### src/rtl/hello_scroll_ctrl.sv
// hello_scroll_ctrl: one-hot scroll position for the HELLO display, stepped by a
// run-gated prescaler tick or a synchronised, debounced active-low pushbutton.
module hello_scroll_ctrl #(
    parameter int TICK_DIV = 50000000,
    parameter int DEBOUNCE = 1000000
) (
    input  logic       clk,
    input  logic       reset_n,
    input  logic       run,
    input  logic       dir,
    input  logic       step_btn,
    output logic [9:0] hot,
    output logic [3:0] pos,
    output logic       wrap
);
    localparam int PW = $clog2(TICK_DIV);
    localparam int DW = $clog2(DEBOUNCE);

    typedef enum logic [1:0] {IDLE, PRESS_WAIT, HELD, RELEASE_WAIT} state_t;

    state_t        state_q, state_d;
    logic [DW-1:0] cnt_q, cnt_d;
    logic [PW-1:0] presc_q, presc_d;
    logic [1:0]    sync_q, sync_d;
    logic [3:0]    pos_q, pos_d;
    logic [9:0]    hot_q, hot_d;
    logic          wrap_q, wrap_d;
    logic          btn_s, tick, press, step, cnt_done;

    assign btn_s    = sync_q[1];
    assign cnt_done = cnt_q == DW'(DEBOUNCE - 1);
    assign tick     = run && presc_q == PW'(TICK_DIV - 1);
    assign step     = tick || press;

    always_comb begin
        sync_d  = {sync_q[0], step_btn};
        presc_d = (!run || tick) ? '0 : presc_q + 1'b1;
        pos_d   = !step ? pos_q :
                  dir   ? (pos_q == 4'd0 ? 4'd9 : pos_q - 4'd1) :
                          (pos_q == 4'd9 ? 4'd0 : pos_q + 4'd1);
        wrap_d  = step && (dir ? pos_q == 4'd0 : pos_q == 4'd9);
        hot_d   = 10'd1 << pos_d;
    end

    // The counter only runs in the two wait states and is zeroed on every transition.
    always_comb begin
        state_d = state_q;
        cnt_d   = cnt_q;
        press   = 1'b0;
        case (state_q)
            IDLE: if (!btn_s) state_d = PRESS_WAIT;
            PRESS_WAIT: begin
                if (btn_s) begin
                    state_d = IDLE;
                    cnt_d   = '0;
                end else if (cnt_done) begin
                    state_d = HELD;
                    cnt_d   = '0;
                    press   = 1'b1;
                end else cnt_d = cnt_q + 1'b1;
            end
            HELD: if (btn_s) state_d = RELEASE_WAIT;
            RELEASE_WAIT: begin
                if (!btn_s) begin
                    state_d = HELD;
                    cnt_d   = '0;
                end else if (cnt_done) begin
                    state_d = IDLE;
                    cnt_d   = '0;
                end else cnt_d = cnt_q + 1'b1;
            end
            default: begin
                state_d = IDLE;
                cnt_d   = '0;
            end
        endcase
    end

    always_ff @(posedge clk or negedge reset_n) begin
        if (!reset_n) begin
            state_q <= IDLE;
            cnt_q   <= '0;
            presc_q <= '0;
            sync_q  <= 2'b11;
            pos_q   <= 4'd0;
            hot_q   <= 10'd1;
            wrap_q  <= 1'b0;
        end else begin
            state_q <= state_d;
            cnt_q   <= cnt_d;
            presc_q <= presc_d;
            sync_q  <= sync_d;
            pos_q   <= pos_d;
            hot_q   <= hot_d;
            wrap_q  <= wrap_d;
        end
    end

    assign hot  = hot_q;
    assign pos  = pos_q;
    assign wrap = wrap_q;
endmodule
### config.mk
export PLATFORM = sky130hd
export DESIGN_NAME = hello_scroll_ctrl
export DESIGN_NICKNAME = d
export VERILOG_FILES = /design/src/rtl/hello_scroll_ctrl.sv
export SDC_FILE = /design/constraint.sdc
export NUM_CORES = 1
export LEC_CHECK = 0
export ABC_AREA = 1
export BUFFER_PORTS_ARGS = -buffer_cell sky130_fd_sc_hd__buf_2
export CAP_MARGIN = 20
export CORE_MARGIN = 2
export CORE_UTILIZATION = 50
export DETAILED_ROUTE_END_ITERATION = 7
export PLACE_DENSITY = 0.67
export SLEW_MARGIN = 5
export SYNTH_ARGS = -nofsm -noshare
export SYNTH_HDL_FRONTEND = slang
export SYNTH_SLANG_ARGS = --single-unit
### constraint.sdc
create_clock -name clk -period 3.6 [get_ports clk]
set_clock_uncertainty 0.05 [all_clocks]
set_input_delay 0.36 -clock clk [delete_from_list [all_inputs] [get_ports clk]]
set_output_delay 0.36 -clock clk [all_outputs]
set_load 0.1 [all_outputs]
==> results of run 1 <==
layer usage:
metal  share of wire, %  wire length (µm)
met5                  0                 0
met4                1.1                87
met3                5.4               419
met2                 46              3538
met1                 48              3701
layout make-up:
class	instances	area [µm²]
fill	694	3126
clock buffer	13	148.9
inverter	66	247.7
multi-input combinational	355	1827
clock inverter	3	17.52
timing repair buffer	22	132.6
sequential	65	1630
tap	99	123.9
cell usage after synthesis (4+ instances only):
library cell,instances,area [µm²]
nor2_1,79,296.5
nand3_1,32,160.2
nand4_1,10,62.56
nor3_1,16,80.08
nor2_2,4,25.02
o22ai_1,6,37.54
a21oi_1,18,90.09
inv_1,61,229.0
nand2_1,107,401.6
xor2_1,10,87.58
nor2_4,7,78.83
nand2_2,15,93.84
inv_2,4,15.01
dfrtp_1,62,1551
o21ai_0,18,90.09
layout by cell type, fill, tap and decap left out, types with 7 or more instances in the layout:
| master | instances |
|---|---|
| nand2_1 | 107 |
| nor2_1 | 79 |
| dfrtp_1 | 62 |
| inv_1 | 61 |
| nand3_1 | 32 |
| buf_2 | 19 |
| o21ai_0 | 18 |
| a21oi_1 | 18 |
| nor3_1 | 16 |
| nand2_2 | 15 |
| nand4_1 | 10 |
| xor2_1 | 10 |
| clkbuf_8 | 10 |
| nor2_4 | 7 |
power groups by stage:
stage / logic, mW / clock network, mW / registers (mW)
final: 0.106 / 0.533 / 0.757
after global routing: 0.119 / 0.580 / 0.758
after CTS: 0.104 / 0.551 / 0.756
after detailed placement: 0.104 / 0 / 0.770
after global placement: 0.102 / 0 / 0.770
after floorplan: 0.0462 / 0 / 0.794
sequential cells by signal, summed over array words and instances, names as in the netlist, named ones only:
name and cells:
cnt_q 20, hot 10, pos 4, presc_q 26
state_q 1, sync_q 2, wrap 1
cell families (layout without fill, tap and decap cells):
kind of cell             Yosys count  in the layout  synth area share (%)
flip-flops                        65             65                 43.61
buffers and inverters             71            104                 7.530
adder cells (fa/ha/maj)            2              2                0.6692
AND/OR/NAND/NOR                  284            284                 36.31
AO/OA/AOI/OAI                     55             55                 8.535
multiplexers                       1              1                0.3012
XOR/XNOR                          13             13                 3.046
what timing repair did:
action / in CTS / in global routing
setup endpoints to repair: 0 / 0
hold endpoints to repair: 0 / 11
hold buffers: 0 / 1
how the worst max path moves through the flow:
stage | from | to | slack [ps] | depth (start not counted)
global placement | state_q[0] | cnt_q[12] | 1370 | 6
CTS | state_q[0] | cnt_q[12] | 1270 | 6
finish | state_q[0] | cnt_q[12] | 1210 | 6
detailed placement | state_q[0] | cnt_q[12] | 1270 | 6
floorplan | pos[0] | hot[4] | 1490 | 9
global route | state_q[0] | cnt_q[12] | 960 | 6
==> flow_summary.toml, run 1 <==
[status]
status = "completed"

[critical_path]
rr_endpoint = "cnt_q[12]"
start_kind = "flop"
critPathKind = "flop to flop"
max_stage_delay_ps = 750
cp.arrival_ps = 2600
rrSetupSlack_ps = 1210
endpoint_kind = "flop"
cp_slowest_cell = "dfrtp_1"
cp_max_fo = 20
reg2reg_from = "state_q[0]"
r2r_cells = 6
worstPathRequired_ps = 3800
path_cells = "clkinv_1 > nor2_1 > nand2_2 > inv_1 > o21ai_0 > a22oi_1"
crit_buf_inv = 2
critical-path-top-delay-family = "buffers and inverters"

[clocking]
cts.sinks = 65
cts_max_path_buffers = 2
cts_setup_buffers = 0
htreeDepth = 3
cts_tree = "built"
clkTransAtPathRegs_ps = 70
cts_made_buffers = 9
cts_root_buf = "clkbuf_8"
clock_latency_ps = 340
cts-resized-gates = 0

[yosys]
synth-edff-count = 0
syn_area_um2 = 3739
synth_seq_cells = 65
syn_nets = 498
ys_seq_area_share_pct = 43.61
synth_cell_types = 44
synth_flop_cell = "dfrtp_1"
synth_async_sr_flop_share_pct = 100.0
netlist_instances = 491
ys_warn_count = 0
syn_area_per_cell_um2 = 7.614

[detailed_routing]
via_per_inst = 5.225
vias = 3255
drtIter0Drc = 208
routed_wl_mm = 7.747
dr.pass1.iters = 5
drc = 0
ant_nets = 0
wl_per_cell_um = 12.43

[place]
gp_congestion = 0.8704
dp_hpwl_mm = 5.766
dp_cells = 605
pre_cts_ws_ps = 1269
port_buffers = 19
dpl_cell_area_um2 = 3931

[floorplan]
core_um2 = 7253
placementRows = 31
die-width_um = 90.47
die_h_um = 90.47
io_pins = 20
die_area_um2 = 8185
start_util_pct = 51.54

[global_route]
grt_util_met2_pct = 32.90
grt_use_met1_pct = 29.02
grt_pass1_wl_mm = 14.06
grt_antenna_before_repair = 0
grt_overflow = 0
grt_util_met3_pct = 5.509
grt_pass1_vias = 3132
grt_max_degree = 48
grt.total_usage_pct = 20.88
busiest_layer = "met2"

[sta]
maxSlewViolCount = 0
max_freq_mhz = 418.0
min_period_ps = 2392
setup_ws_ps = 1208
setup_tns_ps = 0
tightest_slew_ps = 825.9
hold_ws_ps = 76.66
hold_violations = 0
relSlewSlack_pct = 44.80
period_share_pct = 66.46
rsz0062_at_grt = "no"
setup_violations = 0

[hold_path]
hold_path.startpoint = "step_btn"
hold_path_end = "sync_q[0]"
min_path_cells = 1
hold_path_class = "input port to flop"

[pwr]
pwr-share-seq_pct = 54.2
total_power_mw = 1.396
p_per_area_nw_per_um2 = 338.3
ir_drop_mv = 0.3012
clockPowerShare_pct = 38.2
comb_power_share_pct = 7.6
p_sw_mw = 0.3602
netSwitchingFraction_pct = 25.80
leakage_nw = 1.903
p_int_mw = 1.036

[finish]
finish.utilization_pct = 56.91
stdcell_count = 623
area_delta_synth_final_pct = 10.41
final_nets = 526
drive_gt1_share_pct = 15.27
n_antenna_cell = 0
final_area_um2 = 4128

[job]
drv_cap = 0
(Power assumes the default switching activity.)
==> run 2, diff against run 1 <==
--- a/config.mk
+++ b/config.mk
@@ -11,7 +11,7 @@
 export CORE_MARGIN = 2
 export CORE_UTILIZATION = 50
 export DETAILED_ROUTE_END_ITERATION = 7
-export PLACE_DENSITY = 0.67
+export PLACE_DENSITY = 0.7
 export SLEW_MARGIN = 5
 export SYNTH_ARGS = -nofsm -noshare
 export SYNTH_HDL_FRONTEND = slang
==> constraint.sdc (replaced) <==
create_clock -name clk -period 2 [get_ports clk]
set_clock_uncertainty 0.05 [all_clocks]
set_input_delay 0.2 -clock clk [delete_from_list [all_inputs] [get_ports clk]]
set_output_delay 0.2 -clock clk [all_outputs]
set_load 0.1 [all_outputs]
==> run 2 against run 1 <==
  * Final cell count increased by 1.1%
  * First-iteration DRC count decreased by 24%
  * Global-route usage decreased by 0.74 points
==> flow_summary.toml, run 2 (synthesis results as in run 1) <==
[status]
status = "completed"

[place]
gp_congestion = 0.8711
dpl_cell_area_um2 = 3978
port_buffers = 19
dp_hpwl_mm = 5.770
dp_cells = 609

[clocking]
clkTransAtPathRegs_ps = 90
cts_made_buffers = 9
clock_latency_ps = 350
cts_max_path_buffers = 2
htreeDepth = 3
cts_root_buf = "clkbuf_8"
cts_tree = "built"
cts.sinks = 65

[detailed_routing]
vias = 3241
wl_per_cell_um = 12.61
drc = 0
via_per_inst = 5.144
dr.pass1.iters = 6
drtIter0Drc = 159
routed_wl_mm = 7.944
ant_nets = 0

[critical_path]
cp_max_fo = 7
start_kind = "flop"
cp.arrival_ps = 2140
endpoint_kind = "flop"
worstPathRequired_ps = 2230
critPathKind = "flop to flop"
rr_endpoint = "hot[2]"
reg2reg_from = "pos[1]"
r2r_cells = 11
rrSetupSlack_ps = 90

[floorplan]
die-width_um = 90.47
placementRows = 31
die_area_um2 = 8185
io_pins = 20
core_um2 = 7253
die_h_um = 90.47
start_util_pct = 51.54

[sta]
max_freq_mhz = 523.8
hold_ws_ps = 147.3
min_period_ps = 1909
setup_violations = 0
period_share_pct = 95.46
maxSlewViolCount = 0
tightest_slew_ps = 487.8
relSlewSlack_pct = 67.70
rsz0062_at_grt = "yes"
hold_violations = 0

[finish]
largest_reg_flops = 26
regMostFlops = "presc_q"
area_delta_synth_final_pct = 13.39
multi_input_area_um2 = 1834
regArea_um2 = 1634
layout.cells.most_common = "nand2_1"
fillers = 689
drive_gt1_share_pct = 17.70
n_antenna_cell = 0
final_nets = 533
final_area_um2 = 4239
layout_common_cells = "nand2_1, nor2_1, inv_1"
stdcell_count = 630

[pwr]
p_per_area_nw_per_um2 = 631.3
leakage_nw = 1.939
ir_drop_mv = 0.2792

[global_route]
grt.total_usage_pct = 20.14
grt_max_degree = 66
grt_antenna_before_repair = 0
grt_pass1_vias = 3126
grt_overflow = 0
grt_pass1_wl_mm = 13.56

[job]
drv_cap = 0

[hold_path]
hold_path_class = "input port to flop"
hold_path.startpoint = "run"
hold_path_end = "presc_q[4]"
min_path_cells = 3
==> run 2: changes by cell type in the layout (fill, tap and decap cells not counted), sizes merged <==
cell	change
bufinv	+1
dlygate4sd3	+1
clkbuf	-3
buf	+6
clkinvlp	+2
==> run 2: final cells by class <==
| cell class | count | area share [%] |
|---|---|---|
| Timing Repair Buffer | 29 | 4.723 |
| Clock inverter | 6 | 1.594 |
| Multi-Input combinational cell | 355 | 43.27 |
| Inverter | 66 | 5.933 |
| Tap cell | 99 | 2.922 |
| Clock buffer | 10 | 3.011 |
| Sequential cell | 65 | 38.55 |
==> run 2: critical path, stage by stage, from the launching register on <==
cell and delay, ps:
dfrtp_2 470, inv_1 120, nand2_1 130, o21ai_0 280, nand2_1 110, nand2_1 80
o21ai_0 140, inv_1 100, nand2_1 80, nand2_2 90, nand2_2 80, nor2_1 120
==> run 2: how the worst max path moves through the flow <==
stage,startpoint,endpoint,slack (ps),cells past startpoint
floorplan,pos[2],hot[1],10,9
global placement,cnt_q[0],cnt_q[12],170,10
detailed placement,cnt_q[0],cnt_q[12],90,10
CTS,cnt_q[0],cnt_q[12],50,10
global route,cnt_q[0],cnt_q[12],-50,11
finish,pos[1],hot[2],90,11
==> run 2: per-layer routing <==
metal	vias up	routed length, µm	global-route usage [%]
met3	11	311	2.922
met1	1501	3698	25.87
li1	1647	-	-
met4	0	125	8.205
met5	-	0	0
met2	82	3809	34.14
==> run 2: timing repair <==
action                                 in CTS  in global routing
buffers inserted                            0                  3
hold buffers                                2                  0
setup endpoints to repair                   0                 15
endpoints found under the hold margin      63                  0
gates resized for setup                     0                  3
==> run 2: where the power goes <==
group / total, mW / switching (mW) / internal [mW]
clock: 1.11 / 0.527 / 0.580
combinational: 0.212 / 0.156 / 0.0566
sequential: 1.36 / 0.0191 / 1.34
total: 2.68 / 0.701 / 1.97
==> run 2: through the flow <==
step / setup WS, ps / setup TNS (ps) / total power [mW] / utilization, %
2_1_floorplan: 10.91 / 0 / 1.513 / -
3_3_place_gp: 169.1 / 0 / 1.580 / 54.84
3_5_place_dp: 88.50 / 0 / 1.586 / 54.84
4_1_cts: 53.79 / 0 / 2.706 / 57.81
5_1_grt: -53.58 / -301.3 / 2.777 / 58.44
6_report: 90.88 / 0 / 2.676 / 58.44
